### src/rtl/counter_pkg.sv
// counter_pkg: shared counter mode and direction definitions
package counter_pkg;
  typedef enum logic {CNT_WRAP, CNT_SAT} cnt_mode_e;
  localparam logic DIR_UP = 1'b1;
  localparam logic DIR_DOWN = 1'b0;
endpackage

### src/rtl/tick_prescaler.sv
// tick_prescaler: emits one tick every PRESCALE enabled cycles; clr restarts the phase
module tick_prescaler #(
  parameter int PRESCALE = 1
) (
  input  logic clock,
  input  logic reset_n,
  input  logic clr,
  input  logic enable,
  output logic tick
);
  localparam int PW = (PRESCALE > 1) ? $clog2(PRESCALE) : 1;
  logic [PW-1:0] cnt;
  // with PRESCALE=1 cnt never leaves 0, so tick follows enable
  assign tick = enable && (cnt == PW'(PRESCALE - 1));
  always_ff @(posedge clock or negedge reset_n)
    if (!reset_n) cnt <= '0;
    else if (clr) cnt <= '0;
    else if (enable) cnt <= tick ? '0 : cnt + 1'b1;
endmodule

### src/rtl/param_up_down_counter.sv
// param_up_down_counter: prescaled up/down counter with wrap/saturate, load/clear and event pulses
module param_up_down_counter
  import counter_pkg::*;
#(
  parameter int WIDTH = 3,
  parameter int MAX_VAL = 7,
  parameter int SATURATE = 0,
  parameter int PRESCALE = 1
) (
  input  logic             clock,
  input  logic             reset_n,
  input  logic             clear,
  input  logic             load,
  input  logic [WIDTH-1:0] load_val,
  input  logic             enable,
  input  logic             direction,
  input  logic [WIDTH-1:0] step,
  output logic [WIDTH-1:0] count,
  output logic             at_max,
  output logic             at_min,
  output logic             overflow,
  output logic             underflow
);
  localparam cnt_mode_e MODE = (SATURATE != 0) ? CNT_SAT : CNT_WRAP;
  localparam logic [WIDTH:0] MAX_W = (WIDTH + 1)'(MAX_VAL);
  localparam logic [WIDTH:0] MOD_W = (WIDTH + 1)'(MAX_VAL + 1);
  logic tick, ovf_c, udf_c, nxt_ovf, nxt_udf;
  logic [WIDTH:0] cnt_w, stp_w, ld_w, sum, up_nxt, dn_nxt;
  logic [WIDTH-1:0] nxt;
  tick_prescaler #(.PRESCALE(PRESCALE)) u_prescaler (
    .clock,
    .reset_n,
    .clr(clear | load),
    .enable,
    .tick
  );
  // one extra bit keeps carries and borrows visible before folding back into range
  always_comb begin
    cnt_w = {1'b0, count};
    stp_w = {1'b0, step};
    ld_w = {1'b0, load_val};
    sum = cnt_w + stp_w;
    ovf_c = sum > MAX_W;
    udf_c = stp_w > cnt_w;
    up_nxt = !ovf_c ? sum : (MODE == CNT_SAT) ? MAX_W : sum - MOD_W;
    dn_nxt = !udf_c ? cnt_w - stp_w : (MODE == CNT_SAT) ? '0 : cnt_w + MOD_W - stp_w;
    nxt = WIDTH'(clear ? '0 : load ? (ld_w > MAX_W ? MAX_W : ld_w) :
                 !tick ? cnt_w : (direction == DIR_UP) ? up_nxt : dn_nxt);
    nxt_ovf = !clear && !load && tick && (direction == DIR_UP) && ovf_c;
    nxt_udf = !clear && !load && tick && (direction == DIR_DOWN) && udf_c;
  end
  always_ff @(posedge clock or negedge reset_n)
    if (!reset_n) begin
      count <= '0;
      overflow <= 1'b0;
      underflow <= 1'b0;
    end else begin
      count <= nxt;
      overflow <= nxt_ovf;
      underflow <= nxt_udf;
    end
  assign at_max = count == WIDTH'(MAX_VAL);
  assign at_min = count == '0;
  a_step_legal: assert property (@(posedge clock) disable iff (!reset_n) tick |-> stp_w <= MAX_W);
endmodule

### config.mk
export PLATFORM = sky130hd
export DESIGN_NAME = param_up_down_counter
export DESIGN_NICKNAME = d
export VERILOG_FILES = /design/src/rtl/counter_pkg.sv /design/src/rtl/tick_prescaler.sv /design/src/rtl/param_up_down_counter.sv
export SDC_FILE = /design/constraint.sdc
export NUM_CORES = 1
export LEC_CHECK = 0
export ABC_AREA = 1
export CAP_MARGIN = 20
export CORE_AREA = 2 2 39 41
export CTS_CLUSTER_DIAMETER = 120
export CTS_CLUSTER_SIZE = 14
export DETAILED_ROUTE_END_ITERATION = 16
export DIE_AREA = 0 0 41 43
export GPL_TIMING_DRIVEN = 0
export PLACE_DENSITY = 0.71
export RECOVER_POWER = 50
export SYNTH_ARGS = -nofsm -noshare
export SYNTH_HDL_FRONTEND = slang
export SYNTH_HIERARCHICAL = 1
export SYNTH_SLANG_ARGS = --single-unit
### constraint.sdc
create_clock -name clock -period 3.4 [get_ports clock]
set_input_delay 0.85 -clock clock [delete_from_list [all_inputs] [get_ports clock]]
set_output_delay 0.85 -clock clock [all_outputs]
set_load 0.02 [all_outputs]
==> results.yml, run 1 <==
status:
  outcome: "finished clean"
drt:
  drt-wirelength-per-cell_um: 9.63
  dr.pass1.iters: 4
  drc_errors: 0
  routed_wirelength_um: 1010
  antenna_left: 0
  viasPerCell: 4.59
  route.vias.total: 482
  drt-initial-drc-count: 5
critical_path:
  worst_path_largest_cell_delay_ns: 0.63
  critical_path.endpoint_type: "primary output"
  startpoint_type_of_the_worst_setup_path: "flop"
  timing.critical_path.fanout_max: 8
  series_of_cell_instances_along_the_critical_path: "nor3_1, clkdlybuf4s50_1"
  worst_r2r_path_depth: 10
  timing.critical_path.required_ns: 2.55
  worst_ep_arrival_time_ns: 1.56
  type_of_the_worst_setup_path: "reg -> out"
  crit_path_top_delay_cell: "clkdlybuf4s50_1"
timing:
  worstMarginPinSlew_ns: 0.314
  relSlewSlack_pct: 79.1
  setup_viol: 0
  fin_worst_hold_slack_ns: 0.510
  clock_skew_ns: 0.00469
  min_period_ns: 2.41
  setup_tns_after_final_layout_ns: 0
  report.final.slew_viol_count: 0
  layout_worst_path_cycle_share_pct: 70.8
  setup_repair_after_global_routing_missed_its_margin: "no"
  final-hold-violation-count: 0
  fmax_ghz: 0.415
clock_network:
  clockBufferDepth: 2
  root_buffer: "clkbuf_4"
  cts_htree_levels: 1
  sink_count: 6
  cts_buffers: 3
  cts.clk_slew.worst_paths_ns: 0.04
  post_cts_buffers: 0
  postCtsHoldBufs: 0
  tritoncts: "yes"
  cts_resized: 0
  insertion_delay_ns: 0.24
hold_path:
  holdCritPathClass: "reg -> reg"
  min_path_cells: 2
grt:
  grt_first_pass_wirelength_um: 1780
  pin_count_of_the_biggest_net_entering_global_routing: 9
  grt_use_total_pct: 15.2
  first_global_vias: 455
  grt.met1_usage_pct: 17.2
  global_route.peak_usage_layer: "met2"
  grt_antenna_before_repair: 0
  total_overflow_reported_by_the_global_router: 0
  global_route.usage.met2_pct: 23.8
  global_route.usage.met3_pct: 2.09
synthesis:
  synth_area_per_cell_um2: 7.51
  post_synth_main_area_contributors: "dfrtp_1, ha_1, nand2_1"
  synth_nets: 88
  yosysUniqueCellTypes: 18
  synth.top_cell.area_share_pct: 29.4
  synth_warn: 6
  post_synth_top_area_cell: "dfrtp_1"
  synth_seq_cells: 6
  syn-instance-count: 68
  seq_area_frac_synth_pct: 29.4
  post_synth_instance_area_um2: 510
place:
  placed_cells: 102
  post-dp-hpwl_um: 840
  port_buffers: 18
  gp_congestion: 0.821
power_and_ir_drop:
  p_int_mw: 0.156
  p_sw_mw: 0.0733
  swShare_pct: 32.0
  power.combinational.fraction_pct: 36.1
  irDropWorstVdd_v: 0.000110
  share_seq_of_total_power_pct: 36.5
  finalPower_mw: 0.229
  cellPowerDensity_nw_per_um2: 313
  clockPowerShare_pct: 27.4
  power.leakage_nw: 0.378
finish:
  final_cells: 105
  diodes: 0
  final_standard_cell_utilization_of_the_core_pct: 53.0
  drive_above_1_share_pct: 14.6
  syn_to_final_growth_pct: 43.6
  layout.nets: 111
die:
  die-height_um: 43
  rows: 14
  area_of_the_die_um2: 1760
  chipWidth_um: 41
  core_area_um2: 1380
  floorplan.initialDensity_pct: 36.9
  io-pin-count: 19
flow_run:
  cap_viol_max_count: 0
## stage by stage
stage	setup slack, ns	cell area [µm²]
2_1_floorplan	1.48	510
3_3_place_gp	0.963	711
3_5_place_dp	0.946	711
4_1_cts	0.972	733
5_1_grt	0.892	733
6_report	0.991	733
## sequential cells by signal, summed over array words and instances, names as in the netlist
signal / cells
count: 3
overflow: 1
u_prescaler/cnt: 1
underflow: 1
## synth_stat cells
master / instances
a21oi_1: 3
and3_1: 1
dfrtp_1: 6
fa_1: 2
ha_1: 6
inv_1: 10
inv_2: 3
inv_4: 1
nand2_1: 16
nand2_2: 2
nand3_1: 5
nand3_2: 1
nor2_1: 5
nor2_2: 3
nor3_1: 1
o21ai_0: 1
o21bai_1: 1
o22ai_1: 1
## worst max-delay path: cells and delay by family, from the launching register on
| kind | cells | cell delay [ns] |
|---|---|---|
| flip-flops | 1 | 0.48 |
| AND/OR/NAND/NOR | 1 | 0.21 |
| buffers and inverters | 1 | 0.63 |
## placed cells by master, fill, tap and decap left out
master            n
a21oi_1           3
and3_1            1
clkbuf_4          3
clkdlybuf4s50_1  14
dfrtp_1           6
dlygate4sd3_1     4
fa_1              2
ha_1              6
inv_1            10
inv_2             3
inv_4             1
nand2_1          16
nand2_2           2
nand3_1           5
nand3_2           1
nor2_1            5
nor2_2            3
nor3_1            1
o21ai_0           1
o21bai_1          1
o22ai_1           1
## metal layers
| metal | up-vias | routed length [µm] |
|---|---|---|
| met2 | 16 | 462 |
| met5 | - | 0 |
| met3 | 4 | 54 |
| li1 | 254 | - |
| met1 | 208 | 457 |
| met4 | 0 | 37 |
## path summary, 6_finish.rpt
check / start / endpoint / slack, ns
setup / recovery: count[1] / at_min / 0.99
hold / removal: u_prescaler/cnt / u_prescaler/cnt / 0.51
setup reg to reg: count[0] / count[2] / 1.82
hold reg to reg: u_prescaler/cnt / u_prescaler/cnt / 0.51
max in group asynchronous: reset_n / underflow / 2.28
min in group asynchronous: reset_n / u_prescaler/cnt / 0.91
## area by class of cell
class                      count  area, µm²
tap                           16       20.0
inverter                      14       55.1
timing repair buffer          18        180
multi-input combinational     48        305
sequential                     6        150
clock buffer                   3       22.5
fill                         135        651
## power groups by stage
| stage | Sequential, mW | Clock [mW] | Combinational, mW |
|---|---|---|---|
| 2_1_floorplan | 0.0885 | 0 | 0.0416 |
| 3_3_place_gp | 0.0846 | 0 | 0.0831 |
| 3_5_place_dp | 0.0848 | 0 | 0.0839 |
| 4_1_cts | 0.0838 | 0.0660 | 0.0845 |
| 5_1_grt | 0.0847 | 0.0728 | 0.0937 |
| 6_report | 0.0836 | 0.0628 | 0.0829 |
## cell families after synthesis
logic type	count (synthesis)	share of synthesized area, %
adder cells (fa/ha/maj)	8	22.5
flip-flops	6	29.4
AND/OR/NAND/NOR	34	30.6
buffers and inverters	14	10.8
AO/OA/AOI/OAI	6	6.62
Note: power is estimated with default switching activity, not from simulation.
==> run 2: changes to the inputs <==
CORE_AREA = default   (was 2 2 39 41)
CORE_MARGIN = 2   (was default)
CORE_UTILIZATION = 38   (was default)
DIE_AREA = default   (was 0 0 41 43)
PLACE_DENSITY = 0.73   (was 0.71)
clock period = 2.1 ns   (was 3.4 ns; I/O delays follow)
==> run 2 against run 1 <==
Final cell count down 0.95%. Critical endpoint is now at_max. Clock power up 66%. Final area up 0.34%. Wire length down 0.20%. Utilization up 4.3 points. Sequential share of layout area up 0.10 points. Register-to-register slack worse by 1.3 ns. Die area down 6.3%. Sequential cell count unchanged. Via count up 0.83%. Power up 63%.
==> results.yml, run 2 (synthesized netlist as in run 1, its figures left out) <==
finish:
  stdcell_area_um2: 736
  drive_above_1_share_pct: 15.7
  diodes: 0
  syn_to_final_growth_pct: 44.1
  layout.nets: 111
  mostFrequentLayoutCell: "nand2_1"
  layout.cells.most_common_list: "nand2_1, clkdlybuf4s50_1, inv_1, ha_1"
  largest_register_by_flop_count: "count"
  largest_reg_flops: 3
timing:
  setup_viol: 0
  layout_worst_path_cycle_share_pct: 95.3
  setup_repair_after_global_routing_missed_its_margin: "no"
  report.final.slew_viol_count: 0
  setup_tns_after_final_layout_ns: 0
  fmax_ghz: 0.500
  clock_skew_ns: 0.00742
  worstMarginPinSlew_ns: 0.254
  final-hold-violation-count: 0
  relSlewSlack_pct: 83.0
  min_period_ns: 2.00
  fin_worst_hold_slack_ns: 0.510
place:
  gp_congestion: 0.761
  post-dp-hpwl_um: 839
  dpl-instance-area_um2: 709
  port_buffers: 18
grt:
  grt_first_pass_wirelength_um: 1720
  grt_antenna_before_repair: 0
  grt_use_total_pct: 16.1
  first_global_vias: 448
  pin_count_of_the_biggest_net_entering_global_routing: 9
  total_overflow_reported_by_the_global_router: 0
power_and_ir_drop:
  finalPower_mw: 0.373
  clockPowerShare_pct: 27.9
  share_seq_of_total_power_pct: 36.4
  p_int_mw: 0.253
  power.combinational.fraction_pct: 35.7
  power.leakage_nw: 0.388
  p_sw_mw: 0.120
  irDropWorstVdd_v: 0.000220
  swShare_pct: 32.3
  cellPowerDensity_nw_per_um2: 507
drt:
  routed_wirelength_um: 1010
  drt-wirelength-per-cell_um: 9.70
  route.vias.total: 486
  drc_errors: 0
  viasPerCell: 4.67
  dr.pass1.iters: 1
  drt-initial-drc-count: 0
  antenna_left: 0
die:
  chipWidth_um: 40.7
  floorplan.initialDensity_pct: 39.7
  rows: 13
  die-height_um: 40.7
  io-pin-count: 19
  area_of_the_die_um2: 1650
  core_area_um2: 1280
critical_path:
  worst_ep_arrival_time_ns: 1.48
  timing.critical_path.fanout_max: 8
  type_of_the_worst_setup_path: "reg -> out"
  timing.critical_path.required_ns: 1.57
  startpoint_type_of_the_worst_setup_path: "flop"
  critical_path.endpoint_type: "primary output"
clock_network:
  tritoncts: "yes"
  root_buffer: "clkbuf_4"
  clockBufferDepth: 2
  cts.clk_slew.worst_paths_ns: 0.05
  cts_buffers: 3
  insertion_delay_ns: 0.25
  cts_htree_levels: 1
  sink_count: 6
status:
  outcome: "finished clean"
hold_path:
  holdCritPathClass: "reg -> reg"
flow_run:
  cap_viol_max_count: 0
[run 2: cell types whose count changed in the layout (fill, tap and decap cells not counted), sizes merged]
cell           before  now
dlymetal6s2s        0    1
clkdlybuf4s50      14   13
[run 2: critical path, stage by stage, from the launching register on]
cell and delay, ns:
dfrtp_2 0.45, and3_1 0.18, clkdlybuf4s50_1 0.59
[run 2: final cells by class]
cell class / instances / area [µm²]
fillers: 131 / 549
multi-input cells: 48 / 305
repair buffers: 18 / 183
flip-flops and latches: 6 / 151
inverters: 14 / 55.1
clock buffers: 3 / 22.5
well taps: 15 / 18.8
[run 2: per-layer routing]
metal  global-route usage, %  part of all wire [%]
met1                    17.7                    44
met5                       0                     0
met3                    1.63                   4.8
met2                    29.4                    49
met4                    10.0                   2.0
[run 2: stage by stage]
stage | setup slack, ns | util, % | cells
floorplan | 0.507 | - | 68
global route | 0.0225 | 57.3 | 104
global placement | -0.00422 | 55.2 | 101
detailed placement | -0.0296 | 55.2 | 101
finish | 0.0988 | 57.3 | 104
CTS | 0.0431 | 57.1 | 104
[run 2: power groups by stage]
stage | clock (mW) | combinational (mW) | sequential, mW
final | 0.104 | 0.133 | 0.136
after global routing | 0.113 | 0.152 | 0.138
after CTS | 0.108 | 0.138 | 0.136
after detailed placement | 0 | 0.137 | 0.138
after global placement | 0 | 0.134 | 0.137
after floorplan | 0 | 0.0673 | 0.143
[run 2: path summary, 6_finish.rpt]
path	from	endpoint	slack (ns)	cells after the start
worst max-delay path	count[1]	at_max	0.1	2
worst min-delay path	u_prescaler/cnt	u_prescaler/cnt	0.51	2
worst max register to register	count[0]	count[2]	0.51	10
worst min register to register	u_prescaler/cnt	u_prescaler/cnt	0.51	2
max in group asynchronous	reset_n	count[1]	1.30	1
min in group asynchronous	reset_n	overflow	0.58	1
[run 2: timing repair]
item,CTS,global route
buffers inserted,0,0
endpoints found under the setup margin,2,1
hold buffers,0,0
gates resized for setup,1,1
gates cloned,0,0
